==> src/rtl/riscv_ctrl_pkg.sv <==
// Shared encodings for the RV32I multi-cycle control path: FSM state codes,
// opcode constants, datapath mux-select encodings and small decode helpers.
package riscv_ctrl_pkg;

    // ------------------------------------------------------------------
    // FSM state encoding (17 states, 5 bits)
    // ------------------------------------------------------------------
    typedef logic [4:0] state_t;

    localparam state_t S_FETCH    = 5'd0;
    localparam state_t S_DECODE   = 5'd1;
    localparam state_t S_MEMADR   = 5'd2;
    localparam state_t S_MEMREAD  = 5'd3;
    localparam state_t S_MEMWB    = 5'd4;
    localparam state_t S_MEMWRITE = 5'd5;
    localparam state_t S_EXECR    = 5'd6;
    localparam state_t S_EXECI    = 5'd7;
    localparam state_t S_ALUWB    = 5'd8;
    localparam state_t S_BRANCH   = 5'd9;
    localparam state_t S_JAL      = 5'd10;
    localparam state_t S_JALR     = 5'd11;
    localparam state_t S_LINK     = 5'd12;
    localparam state_t S_LUI      = 5'd13;
    localparam state_t S_AUIPC    = 5'd14;
    localparam state_t S_TRAP     = 5'd15;
    localparam state_t S_HALT     = 5'd16;

    // ------------------------------------------------------------------
    // Opcodes (instr[6:0])
    // ------------------------------------------------------------------
    typedef logic [6:0] opcode_t;

    localparam opcode_t OP_LOAD   = 7'b0000011;
    localparam opcode_t OP_STORE  = 7'b0100011;
    localparam opcode_t OP_RTYPE  = 7'b0110011;
    localparam opcode_t OP_ITYPE  = 7'b0010011;
    localparam opcode_t OP_BRANCH = 7'b1100011;
    localparam opcode_t OP_JAL    = 7'b1101111;
    localparam opcode_t OP_JALR   = 7'b1100111;
    localparam opcode_t OP_LUI    = 7'b0110111;
    localparam opcode_t OP_AUIPC  = 7'b0010111;
    localparam opcode_t OP_SYSTEM = 7'b1110011;

    // ------------------------------------------------------------------
    // Datapath select encodings
    // ------------------------------------------------------------------
    typedef logic [1:0] result_src_t;
    localparam result_src_t RES_ALUOUT    = 2'b00;
    localparam result_src_t RES_DATA      = 2'b01;
    localparam result_src_t RES_ALURESULT = 2'b10;

    typedef logic [1:0] alu_src_a_t;
    localparam alu_src_a_t SRCA_PC    = 2'b00;
    localparam alu_src_a_t SRCA_OLDPC = 2'b01;
    localparam alu_src_a_t SRCA_RS1   = 2'b10;
    localparam alu_src_a_t SRCA_ZERO  = 2'b11;

    typedef logic [1:0] alu_src_b_t;
    localparam alu_src_b_t SRCB_RS2  = 2'b00;
    localparam alu_src_b_t SRCB_IMM  = 2'b01;
    localparam alu_src_b_t SRCB_FOUR = 2'b10;

    typedef logic [1:0] alu_op_t;
    localparam alu_op_t ALUOP_ADD    = 2'b00;
    localparam alu_op_t ALUOP_BRANCH = 2'b01;
    localparam alu_op_t ALUOP_FUNCT  = 2'b10;

    typedef logic [2:0] imm_src_t;
    localparam imm_src_t IMM_I = 3'b000;
    localparam imm_src_t IMM_S = 3'b001;
    localparam imm_src_t IMM_B = 3'b010;
    localparam imm_src_t IMM_J = 3'b011;
    localparam imm_src_t IMM_U = 3'b100;

    // Complete control word produced by the output decode each cycle
    typedef struct packed {
        logic        mem_req;
        logic        mem_write;
        logic        reg_write;
        logic        ir_write;
        logic        adr_src;
        logic        pc_update;
        logic        branch;
        result_src_t result_src;
        alu_src_a_t  alu_src_a;
        alu_src_b_t  alu_src_b;
        alu_op_t     alu_op;
        imm_src_t    imm_src;
        logic        trap;
        logic        halted;
        logic        instr_retired;
    } ctrl_t;

    // True for every opcode the core executes; SYSTEM is deliberately absent
    function automatic logic is_known_op(input opcode_t op);
        case (op)
            OP_LOAD, OP_STORE, OP_RTYPE, OP_ITYPE, OP_BRANCH,
            OP_JAL, OP_JALR, OP_LUI, OP_AUIPC: return 1'b1;
            default:                           return 1'b0;
        endcase
    endfunction

    // State following DECODE for a given opcode
    function automatic state_t decode_next(input opcode_t op, input logic trap_en);
        case (op)
            OP_LOAD, OP_STORE: return S_MEMADR;
            OP_RTYPE:          return S_EXECR;
            OP_ITYPE:          return S_EXECI;
            OP_BRANCH:         return S_BRANCH;
            OP_JAL:            return S_JAL;
            OP_JALR:           return S_JALR;
            OP_LUI:            return S_LUI;
            OP_AUIPC:          return S_AUIPC;
            default:           return trap_en ? S_TRAP : S_FETCH;
        endcase
    endfunction

    // Immediate format selected while in DECODE
    function automatic imm_src_t decode_imm_src(input opcode_t op);
        case (op)
            OP_BRANCH:       return IMM_B;
            OP_JAL:          return IMM_J;
            OP_LUI, OP_AUIPC: return IMM_U;
            default:         return IMM_I;
        endcase
    endfunction

endpackage

==> src/rtl/multicycle_ctrl_fsm_if.sv <==
// Control bundle between the main FSM (master) and the datapath/memory (slave).
interface multicycle_ctrl_fsm_if #(
    parameter int CNT_W = 32
);
    logic [6:0]       op;
    logic             mem_ready;
    logic             mem_req;
    logic             MemWrite;
    logic             RegWrite;
    logic             IRWrite;
    logic             AdrSrc;
    logic             PCUpdate;
    logic             Branch;
    logic [1:0]       ResultSrc;
    logic [1:0]       ALUSrcA;
    logic [1:0]       ALUSrcB;
    logic [1:0]       ALUOp;
    logic [2:0]       ImmSrc;
    logic             trap;
    logic             halted;
    logic             instr_retired;
    logic [CNT_W-1:0] retired_cnt;

    modport master (
        input  op, mem_ready,
        output mem_req, MemWrite, RegWrite, IRWrite, AdrSrc, PCUpdate, Branch,
               ResultSrc, ALUSrcA, ALUSrcB, ALUOp, ImmSrc,
               trap, halted, instr_retired, retired_cnt
    );

    modport slave (
        output op, mem_ready,
        input  mem_req, MemWrite, RegWrite, IRWrite, AdrSrc, PCUpdate, Branch,
               ResultSrc, ALUSrcA, ALUSrcB, ALUOp, ImmSrc,
               trap, halted, instr_retired, retired_cnt
    );

endinterface

==> src/rtl/multicycle_ctrl_fsm_retire_counter.sv <==
// Free-running retired-instruction counter; wraps modulo 2^CNT_W.
module retire_counter #(
    parameter int CNT_W = 32
) (
    input  logic             clk,
    input  logic             reset,
    input  logic             inc,
    output logic [CNT_W-1:0] count
);

    logic [CNT_W-1:0] r_count;

    // Count one per retire pulse; synchronous clear
    // NOTE: sequential state uses <= so every flop samples pre-edge values.
    always_ff @(posedge clk) begin
        if (reset) begin
            r_count <= '0;
        end else if (inc) begin
            r_count <= r_count + CNT_W'(1);
        end
    end

    assign count = r_count;

endmodule

==> src/rtl/multicycle_ctrl_fsm.sv <==
// Main control FSM of the RV32I multi-cycle core: sequences fetch, decode,
// execute and writeback, stretches memory states on mem_ready, traps on
// illegal/SYSTEM opcodes and counts retired instructions.
module multicycle_ctrl_fsm
    import riscv_ctrl_pkg::*;
#(
    parameter bit MEM_WAIT_EN = 1'b1,
    parameter bit TRAP_EN     = 1'b1,
    parameter int CNT_W       = 32
) (
    input  logic                  clk,
    input  logic                  reset,
    multicycle_ctrl_fsm_if.master bus
);

    state_t           r_state;
    state_t           w_next;
    ctrl_t            w_ctrl;
    logic             w_ready;
    logic [CNT_W-1:0] w_count;

    // With wait states disabled the memory is assumed to finish every access at once
    assign w_ready = MEM_WAIT_EN ? bus.mem_ready : 1'b1;

    // State register with synchronous reset to FETCH
    always_ff @(posedge clk) begin
        if (reset) begin
            r_state <= S_FETCH;
        end else begin
            r_state <= w_next;
        end
    end

    // Next-state logic; op is only consulted in DECODE and MEMADR
    always_comb begin
        // NOTE: default assignment first so no path through the case infers a latch.
        w_next = r_state;
        case (r_state)
            S_FETCH:    if (w_ready) w_next = S_DECODE;
            S_DECODE:   w_next = decode_next(bus.op, TRAP_EN);
            S_MEMADR:   w_next = bus.op[5] ? S_MEMWRITE : S_MEMREAD;
            S_MEMREAD:  if (w_ready) w_next = S_MEMWB;
            S_MEMWB:    w_next = S_FETCH;
            S_MEMWRITE: if (w_ready) w_next = S_FETCH;
            S_EXECR:    w_next = S_ALUWB;
            S_EXECI:    w_next = S_ALUWB;
            S_ALUWB:    w_next = S_FETCH;
            S_BRANCH:   w_next = S_FETCH;
            S_JAL:      w_next = S_ALUWB;
            S_JALR:     w_next = S_LINK;
            S_LINK:     w_next = S_ALUWB;
            S_LUI:      w_next = S_ALUWB;
            S_AUIPC:    w_next = S_ALUWB;
            S_TRAP:     w_next = S_HALT;
            S_HALT:     w_next = S_HALT;
            default:    w_next = S_FETCH;
        endcase
    end

    // Output decode: Moore per state, with mem_ready gating the FETCH and MEMWRITE commits
    always_comb begin
        w_ctrl = '0;
        case (r_state)
            S_FETCH: begin
                w_ctrl.mem_req    = 1'b1;
                w_ctrl.alu_src_a  = SRCA_PC;
                w_ctrl.alu_src_b  = SRCB_FOUR;
                w_ctrl.result_src = RES_ALURESULT;
                w_ctrl.ir_write   = w_ready;
                w_ctrl.pc_update  = w_ready;
            end
            S_DECODE: begin
                w_ctrl.alu_src_a     = SRCA_OLDPC;
                w_ctrl.alu_src_b     = SRCB_IMM;
                w_ctrl.imm_src       = decode_imm_src(bus.op);
                // Unknown opcodes retire here as a NOP when trapping is disabled
                w_ctrl.instr_retired = (TRAP_EN == 1'b0) && !is_known_op(bus.op);
            end
            S_MEMADR: begin
                w_ctrl.alu_src_a = SRCA_RS1;
                w_ctrl.alu_src_b = SRCB_IMM;
                w_ctrl.imm_src   = bus.op[5] ? IMM_S : IMM_I;
            end
            S_MEMREAD: begin
                w_ctrl.mem_req = 1'b1;
                w_ctrl.adr_src = 1'b1;
            end
            S_MEMWB: begin
                w_ctrl.result_src    = RES_DATA;
                w_ctrl.reg_write     = 1'b1;
                w_ctrl.instr_retired = 1'b1;
            end
            S_MEMWRITE: begin
                // MemWrite is held through the wait; memory commits on the ready cycle
                w_ctrl.mem_req       = 1'b1;
                w_ctrl.adr_src       = 1'b1;
                w_ctrl.mem_write     = 1'b1;
                w_ctrl.imm_src       = IMM_S;
                w_ctrl.instr_retired = w_ready;
            end
            S_EXECR: begin
                w_ctrl.alu_src_a = SRCA_RS1;
                w_ctrl.alu_src_b = SRCB_RS2;
                w_ctrl.alu_op    = ALUOP_FUNCT;
            end
            S_EXECI: begin
                w_ctrl.alu_src_a = SRCA_RS1;
                w_ctrl.alu_src_b = SRCB_IMM;
                w_ctrl.alu_op    = ALUOP_FUNCT;
            end
            S_ALUWB: begin
                w_ctrl.result_src    = RES_ALUOUT;
                w_ctrl.reg_write     = 1'b1;
                w_ctrl.instr_retired = 1'b1;
            end
            S_BRANCH: begin
                w_ctrl.alu_src_a     = SRCA_RS1;
                w_ctrl.alu_src_b     = SRCB_RS2;
                w_ctrl.alu_op        = ALUOP_BRANCH;
                w_ctrl.branch        = 1'b1;
                w_ctrl.imm_src       = IMM_B;
                w_ctrl.instr_retired = 1'b1;
            end
            S_JAL: begin
                w_ctrl.alu_src_a  = SRCA_OLDPC;
                w_ctrl.alu_src_b  = SRCB_FOUR;
                w_ctrl.result_src = RES_ALUOUT;
                w_ctrl.pc_update  = 1'b1;
                w_ctrl.imm_src    = IMM_J;
            end
            S_JALR: begin
                // PC <= rs1 + imm straight from the ALU result
                w_ctrl.alu_src_a  = SRCA_RS1;
                w_ctrl.alu_src_b  = SRCB_IMM;
                w_ctrl.imm_src    = IMM_I;
                w_ctrl.result_src = RES_ALURESULT;
                w_ctrl.pc_update  = 1'b1;
            end
            S_LINK: begin
                // Link value OldPC + 4, written back in ALUWB
                w_ctrl.alu_src_a = SRCA_OLDPC;
                w_ctrl.alu_src_b = SRCB_FOUR;
            end
            S_LUI: begin
                w_ctrl.alu_src_a = SRCA_ZERO;
                w_ctrl.alu_src_b = SRCB_IMM;
                w_ctrl.imm_src   = IMM_U;
            end
            S_AUIPC: begin
                w_ctrl.alu_src_a = SRCA_OLDPC;
                w_ctrl.alu_src_b = SRCB_IMM;
                w_ctrl.imm_src   = IMM_U;
            end
            S_TRAP: begin
                w_ctrl.trap = 1'b1;
            end
            S_HALT: begin
                w_ctrl.halted = 1'b1;
            end
            default: begin
                w_ctrl = '0;
            end
        endcase
        // Reset aborts whatever is in flight: nothing is enabled and nothing retires
        if (reset) begin
            w_ctrl = '0;
        end
    end

    retire_counter #(
        .CNT_W (CNT_W)
    ) u_retire_counter (
        .clk   (clk),
        .reset (reset),
        .inc   (w_ctrl.instr_retired),
        .count (w_count)
    );

    assign bus.mem_req       = w_ctrl.mem_req;
    assign bus.MemWrite      = w_ctrl.mem_write;
    assign bus.RegWrite      = w_ctrl.reg_write;
    assign bus.IRWrite       = w_ctrl.ir_write;
    assign bus.AdrSrc        = w_ctrl.adr_src;
    assign bus.PCUpdate      = w_ctrl.pc_update;
    assign bus.Branch        = w_ctrl.branch;
    assign bus.ResultSrc     = w_ctrl.result_src;
    assign bus.ALUSrcA       = w_ctrl.alu_src_a;
    assign bus.ALUSrcB       = w_ctrl.alu_src_b;
    assign bus.ALUOp         = w_ctrl.alu_op;
    assign bus.ImmSrc        = w_ctrl.imm_src;
    assign bus.trap          = w_ctrl.trap;
    assign bus.halted        = w_ctrl.halted;
    assign bus.instr_retired = w_ctrl.instr_retired;
    assign bus.retired_cnt   = reset ? '0 : w_count;

endmodule

==> src/flat_wrapper.sv <==
// flat-port wrapper written by rule: the top's interface ports become plain ports
module multicycle_ctrl_fsm_flat import riscv_ctrl_pkg::*;
#(
    parameter bit MEM_WAIT_EN = 1'b1,
    parameter bit TRAP_EN     = 1'b1,
    parameter int CNT_W       = 32
)
  (clk, reset, bus_op, bus_mem_ready, bus_mem_req, bus_MemWrite, bus_RegWrite, bus_IRWrite, bus_AdrSrc, bus_PCUpdate, bus_Branch, bus_ResultSrc, bus_ALUSrcA, bus_ALUSrcB, bus_ALUOp, bus_ImmSrc, bus_trap, bus_halted, bus_instr_retired, bus_retired_cnt);
  multicycle_ctrl_fsm_if #(.CNT_W(CNT_W)) bus_i ();
  input  logic clk;
  input  logic reset;
  input wire logic [$bits(bus_i.op)-1:0] bus_op;
  input wire logic [$bits(bus_i.mem_ready)-1:0] bus_mem_ready;
  output wire logic [$bits(bus_i.mem_req)-1:0] bus_mem_req;
  output wire logic [$bits(bus_i.MemWrite)-1:0] bus_MemWrite;
  output wire logic [$bits(bus_i.RegWrite)-1:0] bus_RegWrite;
  output wire logic [$bits(bus_i.IRWrite)-1:0] bus_IRWrite;
  output wire logic [$bits(bus_i.AdrSrc)-1:0] bus_AdrSrc;
  output wire logic [$bits(bus_i.PCUpdate)-1:0] bus_PCUpdate;
  output wire logic [$bits(bus_i.Branch)-1:0] bus_Branch;
  output wire logic [$bits(bus_i.ResultSrc)-1:0] bus_ResultSrc;
  output wire logic [$bits(bus_i.ALUSrcA)-1:0] bus_ALUSrcA;
  output wire logic [$bits(bus_i.ALUSrcB)-1:0] bus_ALUSrcB;
  output wire logic [$bits(bus_i.ALUOp)-1:0] bus_ALUOp;
  output wire logic [$bits(bus_i.ImmSrc)-1:0] bus_ImmSrc;
  output wire logic [$bits(bus_i.trap)-1:0] bus_trap;
  output wire logic [$bits(bus_i.halted)-1:0] bus_halted;
  output wire logic [$bits(bus_i.instr_retired)-1:0] bus_instr_retired;
  output wire logic [$bits(bus_i.retired_cnt)-1:0] bus_retired_cnt;
  assign bus_i.op = bus_op;
  assign bus_i.mem_ready = bus_mem_ready;
  assign bus_mem_req = bus_i.mem_req;
  assign bus_MemWrite = bus_i.MemWrite;
  assign bus_RegWrite = bus_i.RegWrite;
  assign bus_IRWrite = bus_i.IRWrite;
  assign bus_AdrSrc = bus_i.AdrSrc;
  assign bus_PCUpdate = bus_i.PCUpdate;
  assign bus_Branch = bus_i.Branch;
  assign bus_ResultSrc = bus_i.ResultSrc;
  assign bus_ALUSrcA = bus_i.ALUSrcA;
  assign bus_ALUSrcB = bus_i.ALUSrcB;
  assign bus_ALUOp = bus_i.ALUOp;
  assign bus_ImmSrc = bus_i.ImmSrc;
  assign bus_trap = bus_i.trap;
  assign bus_halted = bus_i.halted;
  assign bus_instr_retired = bus_i.instr_retired;
  assign bus_retired_cnt = bus_i.retired_cnt;
  multicycle_ctrl_fsm #(.MEM_WAIT_EN(MEM_WAIT_EN), .TRAP_EN(TRAP_EN), .CNT_W(CNT_W)) u_core (.clk(clk), .reset(reset), .bus(bus_i));
endmodule
==> config.mk <==
export PLATFORM = sky130hd
export DESIGN_NAME = multicycle_ctrl_fsm_flat
export DESIGN_NICKNAME = d
export VERILOG_FILES = /design/src/rtl/riscv_ctrl_pkg.sv /design/src/rtl/multicycle_ctrl_fsm_if.sv /design/src/rtl/multicycle_ctrl_fsm_retire_counter.sv /design/src/rtl/multicycle_ctrl_fsm.sv /design/src/flat_wrapper.sv
export SDC_FILE = /design/constraint.sdc
export NUM_CORES = 1
export LEC_CHECK = 0
export CAP_MARGIN = 20
export CORE_MARGIN = 5
export CORE_UTILIZATION = 40
export CTS_BUF_LIST = sky130_fd_sc_hd__clkbuf_8
export DETAILED_ROUTE_END_ITERATION = 8
export GPL_ROUTABILITY_DRIVEN = 1
export PLACE_DENSITY = 0.7
export SYNTH_ARGS = -nofsm -noshare
export SYNTH_HDL_FRONTEND = slang
export SYNTH_HIERARCHICAL = 1
export SYNTH_SLANG_ARGS = --single-unit
==> constraint.sdc <==
create_clock -name clk -period 2.7 [get_ports clk]
set_input_delay 0.405 -clock clk [delete_from_list [all_inputs] [get_ports clk]]
set_output_delay 0.405 -clock clk [all_outputs]
set_load 0.02 [all_outputs]
**Word level (Yosys, flattened, before mapping)**

Index checks and enable logic that the tools add are counted.

- Latch bits: 0
- Memories: 0
- Memory bits (writable): 0
- Word-level logic and storage cells: 73
- Bits in read-only memories: 0
- Bits of input ports: 10
- Register bits after elaboration: 37

- Muxes and demuxes: 24
- Reductions and logical operators: 18
- Magnitude comparators: 0
- Eq/ne operators: 28
- Div/mod/pow operators: 0
- Bitwise operators: 0
- Add/subtract/negate cells: 1
- Shifts and indexed selects: 0
- Multiply operators: 0

Operator list:

| kind | number |
|---|---|
| $eq 5x4->1 const B | 8 |
| $pmux 5 s8 | 1 |
| $add 32x1->32 const B | 1 |
| $mux 32 | 1 |
| $pmux 4 s8 | 1 |
| $pmux 4 s6 | 1 |
| $reduce_or 2->1 | 12 |
| $eq 7x6->1 const B | 3 |
| $eq 7x7->1 const B | 3 |
| $mux 21 | 1 |
| $eq 5x3->1 const B | 4 |
| $pmux 3 s6 | 1 |
| $mux 5 | 3 |
| $eq 7x5->1 const B | 2 |
| $eq 5x2->1 const B | 2 |
| $mux 1 | 9 |
| $pmux 3 s3 | 1 |
| $reduce_or 3->1 | 3 |
| $pmux 2 s2 | 2 |
| $eq 7x2->1 const B | 1 |
| $ne 2x2->1 const B | 3 |
| $reduce_or 6->1 | 1 |
| $eq 5x1->1 const B | 1 |
| $eq 5x5->1 const B | 1 |
| 4 further kinds | 5 |

**Longest topological paths before layout**

Gate-level depths: netlist of the first run.

- Depth in word-level cells: 5
- Gate-level depth with buffers: 11
- Mapped depth without buffers: 8

**Hierarchy**

The synthesis of the first run kept the hierarchy.

By module, submodules not included:

| module | instances | cells an instance | area an instance (um^2) | seq. area each (um^2) |
|---|---|---|---|---|
| retire_counter | 1 | 181 | 1,564.0 | 640.6 |
| multicycle_ctrl_fsm | 1 | 179 | 1,141.1 | 100.1 |

**Worst setup path before layout of the first run**

OpenSTA, ideal clock, no wires.

- Path type: register to register
- From: register u_core.r_state[4]
- To: register u_core.u_retire_counter.r_count[27], in the netlist u_core/u_retire_counter/count[27]
- Data arrival time: 3.091 ns
- Data required time: 2.579 ns
- Setup time: 0.121 ns
- Stages on the path, launching flop included: 12
- Path slack: -0.512 ns
- Path through: dfxtp_1 -> buf_6 -> or3_1 -> nor3_1 -> inv_1 -> o31ai_1 -> buf_2 -> and4_1 -> buf_2 -> nand4_1 -> nor3b_1 -> mux2_2

- Cells in the longest elaborated chain, start to end: 4
- Elaborated cells between the ends (all ways): 7
- Those cells by class: 4 x eq/ne; 2 x mux; 1 x reduce/logical

Ends and longest elaborated chain:

| what | line | source |
|---|---|---|
| start: declaration | multicycle_ctrl_fsm.sv:16 | `state_t r_state;` |
| start signal: assignment | multicycle_ctrl_fsm.sv:30 | `r_state <= w_next;` |
| $eq 5x3->1 / $eq 5x4->1 (equally long branches) | multicycle_ctrl_fsm.sv:63 | `case (r_state)` |
| $reduce_or 3->1 (no source line) | -- |  |
| $pmux 1 s2 (*) | multicycle_ctrl_fsm.sv:63 |  |
| $mux 21 (*) | multicycle_ctrl_fsm.sv:165 | `if (reset) begin` |
| named net bus_instr_retired | flat_wrapper.sv:28 | `output wire logic [$bits(bus_i.instr_retired)-1:0] bus_instr_retired;` |
| end signal: assignment | multicycle_ctrl_fsm_retire_counter.sv:19 | `r_count <= r_count + CNT_W'(1);` |
| end: declaration | multicycle_ctrl_fsm_retire_counter.sv:11 | `logic [CNT_W-1:0] r_count;` |

Mark *: on every way through the listed nets, which the timed path passes. The rest lies on a longest branch.
A chain may end at the register's enable or synchronous reset.

**Final worst setup path of the first run**

- From: input port bus_op[5]
- To: output port bus_ImmSrc[0]

- Cells in the longest elaborated chain, start to end: 5
- Elaborated cells between the ends (all ways): 9
- Those cells by class: 4 x eq/ne; 4 x mux; 1 x reduce/logical

Ends and longest elaborated chain:

| what | line | source |
|---|---|---|
| start: declaration | flat_wrapper.sv:12 | `input wire logic [$bits(bus_i.op)-1:0] bus_op;` |
| $eq 7x6->1 / $eq 7x5->1 (equally long branches) | riscv_ctrl_pkg.sv:120 | `case (op)` |
| $reduce_or 2->1 | riscv_ctrl_pkg.sv:120 |  |
| $pmux 3 s3 | riscv_ctrl_pkg.sv:120 |  |
| $pmux 3 s6 (*) | multicycle_ctrl_fsm.sv:63 |  |
| $mux 21 (*) | multicycle_ctrl_fsm.sv:165 |  |
| end: declaration | flat_wrapper.sv:25 | `output wire logic [$bits(bus_i.ImmSrc)-1:0] bus_ImmSrc;` |

Mark *: on every way between the ends. The rest lies on a longest branch, timed or not.

==> results of run 1 <==
[worst paths after layout]
| check | slack [ns] | startpoint | cells past startpoint | end |
|---|---|---|---|---|
| setup / recovery | 0.15 | bus_op[5] | 6 | bus_ImmSrc[0] |
| hold / removal | 0.52 | u_core/u_retire_counter/count[22] | 2 | u_core/u_retire_counter/count[22] |
| setup reg to reg | 0.27 | u_core/r_state[2] | 9 | u_core/u_retire_counter/count[26] |
| hold reg to reg | 0.52 | u_core/u_retire_counter/count[22] | 2 | u_core/u_retire_counter/count[22] |
[power groups by stage]
stage	logic, uW	clock network, uW	registers, uW
6_report	1130	366	672
5_1_grt	1240	399	681
4_1_cts	1120	377	664
3_5_place_dp	1120	0	674
3_3_place_gp	1100	0	674
2_1_floorplan	782	0	620
[cells by family after synthesis]
kind of cell | Yosys count | share of synthesized area (%)
flops | 37 | 27.38
simple gates | 197 | 41.95
mux | 13 | 5.365
compound gates | 55 | 12.86
buf+inv | 41 | 6.799
xor+xnor | 16 | 5.180
fa+ha+maj | 1 | 0.4625
[metrics by stage]
step	hold slack [ns]	instances	setup slack, ns	area, um2	utilization, %
after floorplan	0.4603	360	0.02442	2753	-
after global placement	0.4907	495	0.07978	3492	52.27
after detailed placement	0.4960	495	0.08367	3492	52.27
after CTS	0.5103	503	0.01016	3580	53.58
after global routing	0.5355	503	0.006304	3595	53.80
final	0.5230	503	0.1511	3595	53.80
[final cells by class]
cell class	instances	area share, %
Timing Repair Buffer	83	21.79
Tap cell	80	2.785
Sequential cell	37	20.78
Clock buffer	5	1.914
Multi-Input combinational cell	282	50.99
Clock inverter	3	0.3829
Inverter	13	1.357
[layer usage]
metal  global-route usage, %  share of wire (%)
met5                       0                  0
met4                   4.579               0.75
met3                   3.610                5.9
met2                   28.77                 48
met1                   23.02                 45
[layout by cell type (no fill, tap or decap), types with 2 or more instances in the layout]
cell              n
xnor2_1           5
inv_2             3
nor4_1            9
nor3_1           19
clkdlybuf4s50_1  59
mux2_2           10
o31ai_1           5
mux2_1            2
nand3_1          14
nor2_1           38
o21ai_1           2
o21ai_0           9
and3b_1           3
clkbuf_8          5
a21oi_1          20
dfxtp_2           2
dfxtp_1          34
o21bai_1          2
clkinv_2          2
or3_1             4
nor4_4            2
and4_1            3
or4_1             4
nand2_1          13
o211ai_1          2
buf_4            20
xor2_1           11
inv_1            11
nand2b_1          6
o21a_1            2
nor2b_1          47
nand4_1          14
dlygate4sd2_1     2
and3_1            5
[flip-flops by register name, indices dropped and copies added, names as in the netlist]
signal	count
u_core/u_retire_counter/count	32
u_core/r_state	5
[worst max-delay path, stage by stage]
cell	delay, ns
clkdlybuf4s50_1	0.48
and3b_1	0.18
nor2b_1	0.17
nand4_1	0.12
a21oi_1	0.17
clkdlybuf4s50_1	0.62
[timing repair]
action | CTS | global route
gates resized for setup | 4 | 4
setup endpoints to repair | 7 | 5
gates cloned | 0 | 0
==> summary.md, run 1 <==
| Metric | Value |
|---|---|
| Dpl hpwl | `between 5 and 6 mm` |
| Critical path arrival | `roughly 2.1 ns` |
| Initial antenna violation count | `0` |
| Logic pwr share | `between 50% and 60%` |
| Distinct cells, synth | `slightly below 60` |
| Via count | `~2800` |
| Area delta synth->final | `32.89%` |
| Die Wd | `just over 90 um` |
| Net Sw Frac | `about two fifths` |
| Hold crit path type | `flop to flop` |
| Setup violators final | `0` |
| TritonCTS Sinks | `37` |
| Area of the multi-input gates | `1833 um2` |
| Storage cell area | `about 750 um2` |
| FILL cells | `626` |
| Sw Pwr | `907.8 uW` |
| Avg WL per Cell | `~15 um` |
| Final Routed Wirelength | `between 7 and 8 mm` |
| CP max FO | `2` |
| Setup crit end kind | `primary output` |
| Worst-Margin Slew | `a little under 0.7 ns` |
| Final min period | `about 2.5 ns` |
| CTS tree | `yes` |
| Worst endpoint required time | `around 2.3 ns` |
| Hold buffer count at cts | `0` |
| Layout net count | `between 400 and 500` |
| # Max-Cap Violations | `0` |
| CTS max path bufs | `2` |
| Setup TNS | `0 ns` |
| Slew headroom | `between 50% and 60%` |
| Overall Power | `2172 uW` |
| Max-slew violations | `0` |
| Clk Latency, worst-skew pair | `0.29 ns` |
| Post-CTS Repair Setup Buffers | `0` |
| Clock power share | `between 15 and 20%` |
| WS Path Type | `primary input to primary output` |
| Commonest cells in the netlist | `nor2b_1 (47), nor2_1 (38), dfxtp_1 (37)` |
| Post-synth EDFFs | `0` |
| Outcome | `finished, final reports clean` |
| Synth Cell Area | `roughly 2700 um2` |
| Main synth FF type | `dfxtp_1` |
| Layout cells sized above 1 | `a little over an eighth` |
| Area leader, netlist | `dfxtp_1` |
| Total global routing overflow | `0` |
| CTS clk-pin slew, worst paths | `about 0.07 ns` |
| Total core area | `approximately 6700 um2` |
| Die height | `92.24 um` |
| Register area share after synthesis | `a little over a quarter` |
| Initial DRC count | `121` |
| GPL Wtd Cong | `approximately 0.91` |
| Ant. Diodes | `0` |
| Max frequency | `between 0.3 and 0.4 GHz` |
| IO Count | `63` |
| First drt pass iteration count | `4` |
| Synth top area cells | `dfxtp_1 (27%), nor2b_1 (11%), nor2_1 (5.3%)` |
| Synth Warn # | `6` |
| Top-count cell post-synth | `nor2b_1` |
| Vias in the first global route | `approximately 2700` |
| ANT nets after route | `0` |
| Synth Area per Inst | `~7.5 um2` |
| Leak Pwr | `about 0.0013 uW` |
| Power Dens Cells | `604.3 nW/um2` |
| Fin crit share | `94.40%` |
| Root Driver | `clkbuf_8` |
| Port bufs | `62` |
| Syn Inst Count | `360` |
| Area fraction of the dominant cell type after synthesis | `between 20% and 30%` |
| Worst setup SP type | `primary input` |
| Clock skew | `~0.005 ns` |
| # rows | `30` |
| TritonCTS Buffers | `5` |
| Global-route wire length before repair | `roughly 13 mm` |
| Die footprint | `around 8500 um2` |
| Flops & latches, synth | `37` |
| Pint | `between 1000 and 1500 uW` |
| Vias/cell | `5.614` |
| Peak VDD IR | `about 250 uV` |
| Largest net degree at the start of global routing | `between 70 and 80` |
| Asr flop ratio synth | `0%` |
| Tot GR Track Use | `approximately 17%` |
| H-Tree Depth | `2` |
| Initial Util | `between 40% and 50%` |
| Synth Net Count | `approximately 370` |
| DRC | `0` |
| Sequential Power Share | `just over 30%` |
| RSZ-0062 raised after global routing | `no` |
| Final hold viol count | `0` |
Power figures use the tool's default switching activity.
==> run 2: changes to the inputs <==
Settings changed: SETUP_SLACK_MARGIN from default to 0.02.
==> run 2 against run 1 <==
  * Sequential power barely moved
  * Global-route usage did not move
  * Critical path type unchanged
  * Critical endpoint unchanged
  * Cell count did not move
==> summary.md, run 2 (synthesis results as in run 1) <==
| Metric | Value |
|---|---|
| Fin crit share | `between 90% and 100%` |
| Setup violators final | `0` |
| WS Path Type | `primary input to primary output` |
| Most common cell after layout, fill and taps aside | `clkdlybuf4s50_1` |
| Slew headroom | `about 54%` |
| Largest net degree at the start of global routing | `76` |
| Avg WL per Cell | `14.52 um` |
| CP max FO | `2` |
| Max reg flops | `32` |
| Die height | `between 90 and 100 um` |
| Port bufs | `62` |
| Ant. Diodes | `0` |
| Post-CTS sizing | `4` |
| Tot GR Track Use | `about 17%` |
| Root Driver | `clkbuf_8` |
| Hold slack | `~0.52 ns` |
| RSZ-0062 raised after global routing | `yes` |
| # Max-Cap Violations | `0` |
| Worst setup SP type | `primary input` |
| TritonCTS Sinks | `37` |
| Dpl hpwl | `about 5.3 mm` |
| Layout cells sized above 1 | `between 10% and 20%` |
| Vias in the first global route | `2655` |
| CTS tree | `yes` |
| Hold crit path type | `flop to flop` |
| Max frequency | `0.3923 GHz` |
| Critical path arrival | `roughly 2.1 ns` |
| CTS max path bufs | `2` |
| Peak VDD IR | `249.9 uV` |
| Initial antenna violation count | `0` |
| DRC | `0` |
| Worst-Margin Slew | `slightly below 0.7 ns` |
| Leak Pwr | `0.001281 uW` |
| Global-route wire length before repair | `~13 mm` |
| # rows | `30` |
| Initial DRC count | `115` |
| Post-CTS Repair Setup Buffers | `0` |
| Die footprint | `about 8500 um2` |
| Total global routing overflow | `0` |
| Outcome | `finished, final reports clean` |
| ANT nets after route | `0` |
| Die Wd | `between 90 and 100 um` |
| Final Routed Wirelength | `~7.3 mm` |
| Final setup margin | `around 0.15 ns` |
| IO Count | `63` |
| Via count | `2804` |
| Initial Util | `between 40 and 50%` |
| Setup crit end kind | `primary output` |
| Worst endpoint required time | `roughly 2.3 ns` |
| Max-slew violations | `0` |
| Setup TNS | `0 ns` |
| TritonCTS Buffers | `5` |
| H-Tree Depth | `2` |
| Hold buffer count at cts | `0` |
| First drt pass iteration count | `4` |
| Clock skew | `~0.0057 ns` |
| Vias/cell | `about 5.6` |
| Area delta synth->final | `32.89%` |
| Clk Latency, worst-skew pair | `~0.29 ns` |
| Final min period | `2.549 ns` |
| Most frequent cells in the layout | `clkdlybuf4s50_1 (59), nor2b_1 (47), nor2_1 (38), dfxtp_1 (34)` |
| Final hold viol count | `0` |
| GPL Wtd Cong | `0.9050` |
| Total core area | `around 6700 um2` |
| Power Dens Cells | `604.5 nW/um2` |
| Layout net count | `~430` |
| CTS clk-pin slew, worst paths | `about 0.070 ns` |
| Pre-CTS setup slack | `between 0.08 and 0.09 ns` |
[run 2: cell counts in the layout (fill, tap and decap cells not counted)]
No cell type changed its count.
[run 2: cell type report]
cell class                      count  area (um2)
Sequential cell                    37       747.0
Clock buffer                        5       68.82
Inverter                           13       48.80
Multi-Input combinational cell    282        1833
Tap cell                           80       100.1
Fill cell                         626        3087
Clock inverter                      3       13.76
Timing Repair Buffer               83       783.3
[run 2: metrics by stage]
| stage | area (um2) | utilization (%) | std cells | total power, uW |
|---|---|---|---|---|
| after global placement | 3492 | 52.27 | 495 | 1778 |
| after detailed placement | 3492 | 52.27 | 495 | 1790 |
| after CTS | 3580 | 53.58 | 503 | 2157 |
| after floorplan | 2753 | - | 360 | 1402 |
| after global routing | 3595 | 53.80 | 503 | 2318 |
| final | 3595 | 53.80 | 503 | 2173 |
[run 2: worst paths after layout]
| path | endpoint | startpoint | cells past startpoint | slack (ns) |
|---|---|---|---|---|
| worst max-delay path | bus_ImmSrc[0] | bus_op[5] | 6 | 0.15 |
| worst max register to register | u_core/u_retire_counter/count[26] | u_core/r_state[2] | 9 | 0.26 |
| worst min register to register | u_core/u_retire_counter/count[22] | u_core/u_retire_counter/count[22] | 2 | 0.52 |
| worst min-delay path | u_core/u_retire_counter/count[22] | u_core/u_retire_counter/count[22] | 2 | 0.52 |
[run 2: critical path, cell delays in order]
cell	delay [ns]
clkdlybuf4s50_1	0.48
and3b_1	0.18
nor2b_1	0.17
nand4_1	0.12
a21oi_1	0.17
clkdlybuf4s50_1	0.62
[run 2: where the power goes]
group          internal (uW)  switching [uW]
logic                    501             634
clock network            175             190
registers                589            85.0
[run 2: metal layers]
metal / up-vias / track usage [%] / routed length (um) / share of wire, %
met5: - / 0 / 0 / 0
met4: 0 / 4.579 / 61 / 0.84
met3: 9 / 3.610 / 425 / 5.8
met2: 98 / 28.77 / 3538 / 48
met1: 1290 / 23.02 / 3278 / 45
li1: 1407 / - / - / -
==> run 3: changes to the inputs <==
Clock period 2.7 ns to 2.3 ns, I/O delays scaled along.
==> run 3 against run 2 <==
  * Total power is 22% higher
  * Critical endpoint is now u_core/u_retire_counter/count[15]
  * Final area is 6.4% higher
  * Largest power group unchanged
  * Flip-flop and latch count stayed put
  * Routed wire length is 4.9% higher
  * Critical path depth is 3 higher
  * Die area stayed put
  * Critical path type is now flop to flop
  * Clock skew is 0.00056 ns higher
  * Setup slack worse by 0.10 ns
  * Largest cell class unchanged
  * Non-clock buffer count is 29 higher
==> summary.md, run 3 (synthesis results as in run 1) <==
| Metric | Value |
|---|---|
| Setup crit end kind | `flop` |
| Global-route wire length before repair | `around 13 mm` |
| Most common cell after layout, fill and taps aside | `buf_4` |
| Max reg flops | `32` |
| Avg WL per Cell | `around 14 um` |
| Worst endpoint required time | `~2.5 ns` |
| # rows | `30` |
| Via count | `roughly 3000` |
| Sw Pwr | `roughly 1100 uW` |
| Slew headroom | `a little under three quarters` |
| ANT nets after route | `0` |
| Grt met2 use | `between 30% and 40%` |
| Hold crit path type | `primary input to flop` |
| Worst reg2reg path depth | `9` |
| Pre-CTS setup slack | `-0.2701 ns` |
| Sequential Power Share | `between 20% and 30%` |
| Initial Util | `approximately two fifths` |
| Power Dens Cells | `just under 700 nW/um2` |
| First drt pass iteration count | `4` |
| Dpl hpwl | `approximately 5.6 mm` |
| # Max-Cap Violations | `0` |
| Net Sw Frac | `41.49%` |
| Worst-Margin Slew | `0.4168 ns` |
| Area delta synth->final | `41.44%` |
| Port bufs | `a little over 60` |
| Layout cells sized above 1 | `a little under a quarter` |
| Total global routing overflow | `0` |
| CTS max path bufs | `2` |
| Die footprint | `8507 um2` |
| Placed cell areas | `3710 um2` |
| Most frequent cells in the layout | `buf_4 (47), nor2b_1 (46), clkdlybuf4s50_1 (40), nor2_1 (38), dfxtp_1 (34)` |
| Die height | `92.24 um` |
| Peak VDD IR | `around 330 uV` |
| Largest net degree at the start of global routing | `between 70 and 80` |
| Clock power share | `roughly 16%` |
| Layout net count | `462` |
| Fin crit share | `between 90% and 100%` |
| Critical path arrival | `2.47 ns` |
| Clock skew | `about 0.0063 ns` |
| Total core area | `6681 um2` |
| CTS clk-pin slew, worst paths | `0.07 ns` |
| Worst setup SP type | `flop` |
| Initial antenna violation count | `0` |
| Final hold viol count | `0` |
| Initial DRC count | `78` |
| Final min period | `2.250 ns` |
| Met1 Track Usage GR | `between 20% and 30%` |
| Max frequency | `0.4444 GHz` |
| Leak Pwr | `between 0.0015 and 0.002 uW` |
| Final setup margin | `between 0.04 and 0.05 ns` |
| Setup violators final | `0` |
| Final Routed Wirelength | `between 7 and 8 mm` |
| Max-slew violations | `0` |
| Hold depth | `3` |
| TritonCTS Sinks | `37` |
| GR Util met3 | `around 4%` |
| Cell count after placement | `524` |
| Logic pwr share | `55.8%` |
| DRC | `0` |
| Vias in the first global route | `about 2800` |
| GPL Wtd Cong | `0.9005` |
| Pint | `about 1600 uW` |
| Die Wd | `approximately 92 um` |
| H-Tree Depth | `2` |
| GRT busiest layer | `met2` |
| CTS tree | `yes` |
| R2r setup slk | `a little under 0.05 ns` |
| RSZ-0062 raised after global routing | `yes` |
| Clk Latency, worst-skew pair | `around 0.28 ns` |
| WS Path Type | `flop to flop` |
| CP max FO | `6` |
| Non-Filler Instances | `about 530` |
| Outcome | `finished, final reports clean` |
| TritonCTS Buffers | `5` |
| Final Instance Area | `about 3800 um2` |
| Tot GR Track Use | `18.07%` |
| IO Count | `63` |
| Ant. Diodes | `0` |
| Vias/cell | `approximately 5.5` |
| Root Driver | `clkbuf_8` |
==> run 3: cell count changes in the layout (fill, tap and decap cells not counted), sizes merged <==
cell / change
dlymetal6s2s: +2
clkbuf: +6
buf: +29
dlygate4sd2: +10
clkdlybuf4s50: -19
clkdlybuf4s15: +1
==> run 3: stage by stage <==
step / total power (uW) / util (%) / setup TNS, ns / hold WS (ns)
after global routing: 2850 / 57.27 / -0.5130 / 0.3604
after CTS: 2662 / 56.99 / 0 / 0.3633
after detailed placement: 2281 / 55.52 / -4.508 / 0.4869
after global placement: 2253 / 55.52 / -4.304 / 0.4873
final: 2659 / 57.27 / 0 / 0.3609
after floorplan: 1650 / - / -4.342 / 0.4603
==> run 3: timing repair <==
action | in CTS | in global routing
endpoints found under the hold margin | 0 | 0
gates resized for setup | 33 | 22
hold buffers | 0 | 0
pin swaps | 3 | 2
endpoints found under the setup margin | 34 | 26
setup buffers | 0 | 0
==> run 3: area by class of cell <==
class / instances / area, um2
Inverter: 13 / 48.80
Sequential cell: 37 / 744.5
Multi-Input combinational cell: 282 / 1879
Clock inverter: 3 / 13.76
Fill cell: 618 / 2855
Timing Repair Buffer: 112 / 970.9
Clock buffer: 5 / 68.82
Tap cell: 80 / 100.1
==> run 3: per-layer routing <==
layer / routed length (um) / up-vias
li1: - / 1461
met1: 3468 / 1367
met2: 3589 / 89
met3: 438 / 18
met4: 163 / 0
met5: 0 / -
==> run 3: worst paths after layout <==
path                                                         from                           endpoint
worst max-delay path                            u_core/r_state[2]  u_core/u_retire_counter/count[15]
worst min register to register  u_core/u_retire_counter/count[22]  u_core/u_retire_counter/count[22]
worst min-delay path                                        reset                  u_core/r_state[4]
worst max register to register                  u_core/r_state[2]  u_core/u_retire_counter/count[15]
==> run 3: worst max-delay path, stage by stage (launching register included) <==
cell,delay (ns)
dfxtp_2,0.35
or3_4,0.40
nor3_4,0.20
inv_2,0.07
o31ai_4,0.06
and4_4,0.28
nand3_1,0.18
buf_4,0.20
or3_1,0.31
a21oi_1,0.15
==> run 3: power by group through the flow <==
| stage | registers (uW) | logic (uW) | clock network (uW) |
|---|---|---|---|
| floorplan | 729 | 921 | 0 |
| global placement | 756 | 1500 | 0 |
| detailed placement | 757 | 1520 | 0 |
| CTS | 749 | 1480 | 437 |
| global route | 760 | 1630 | 465 |
| finish | 750 | 1480 | 424 |
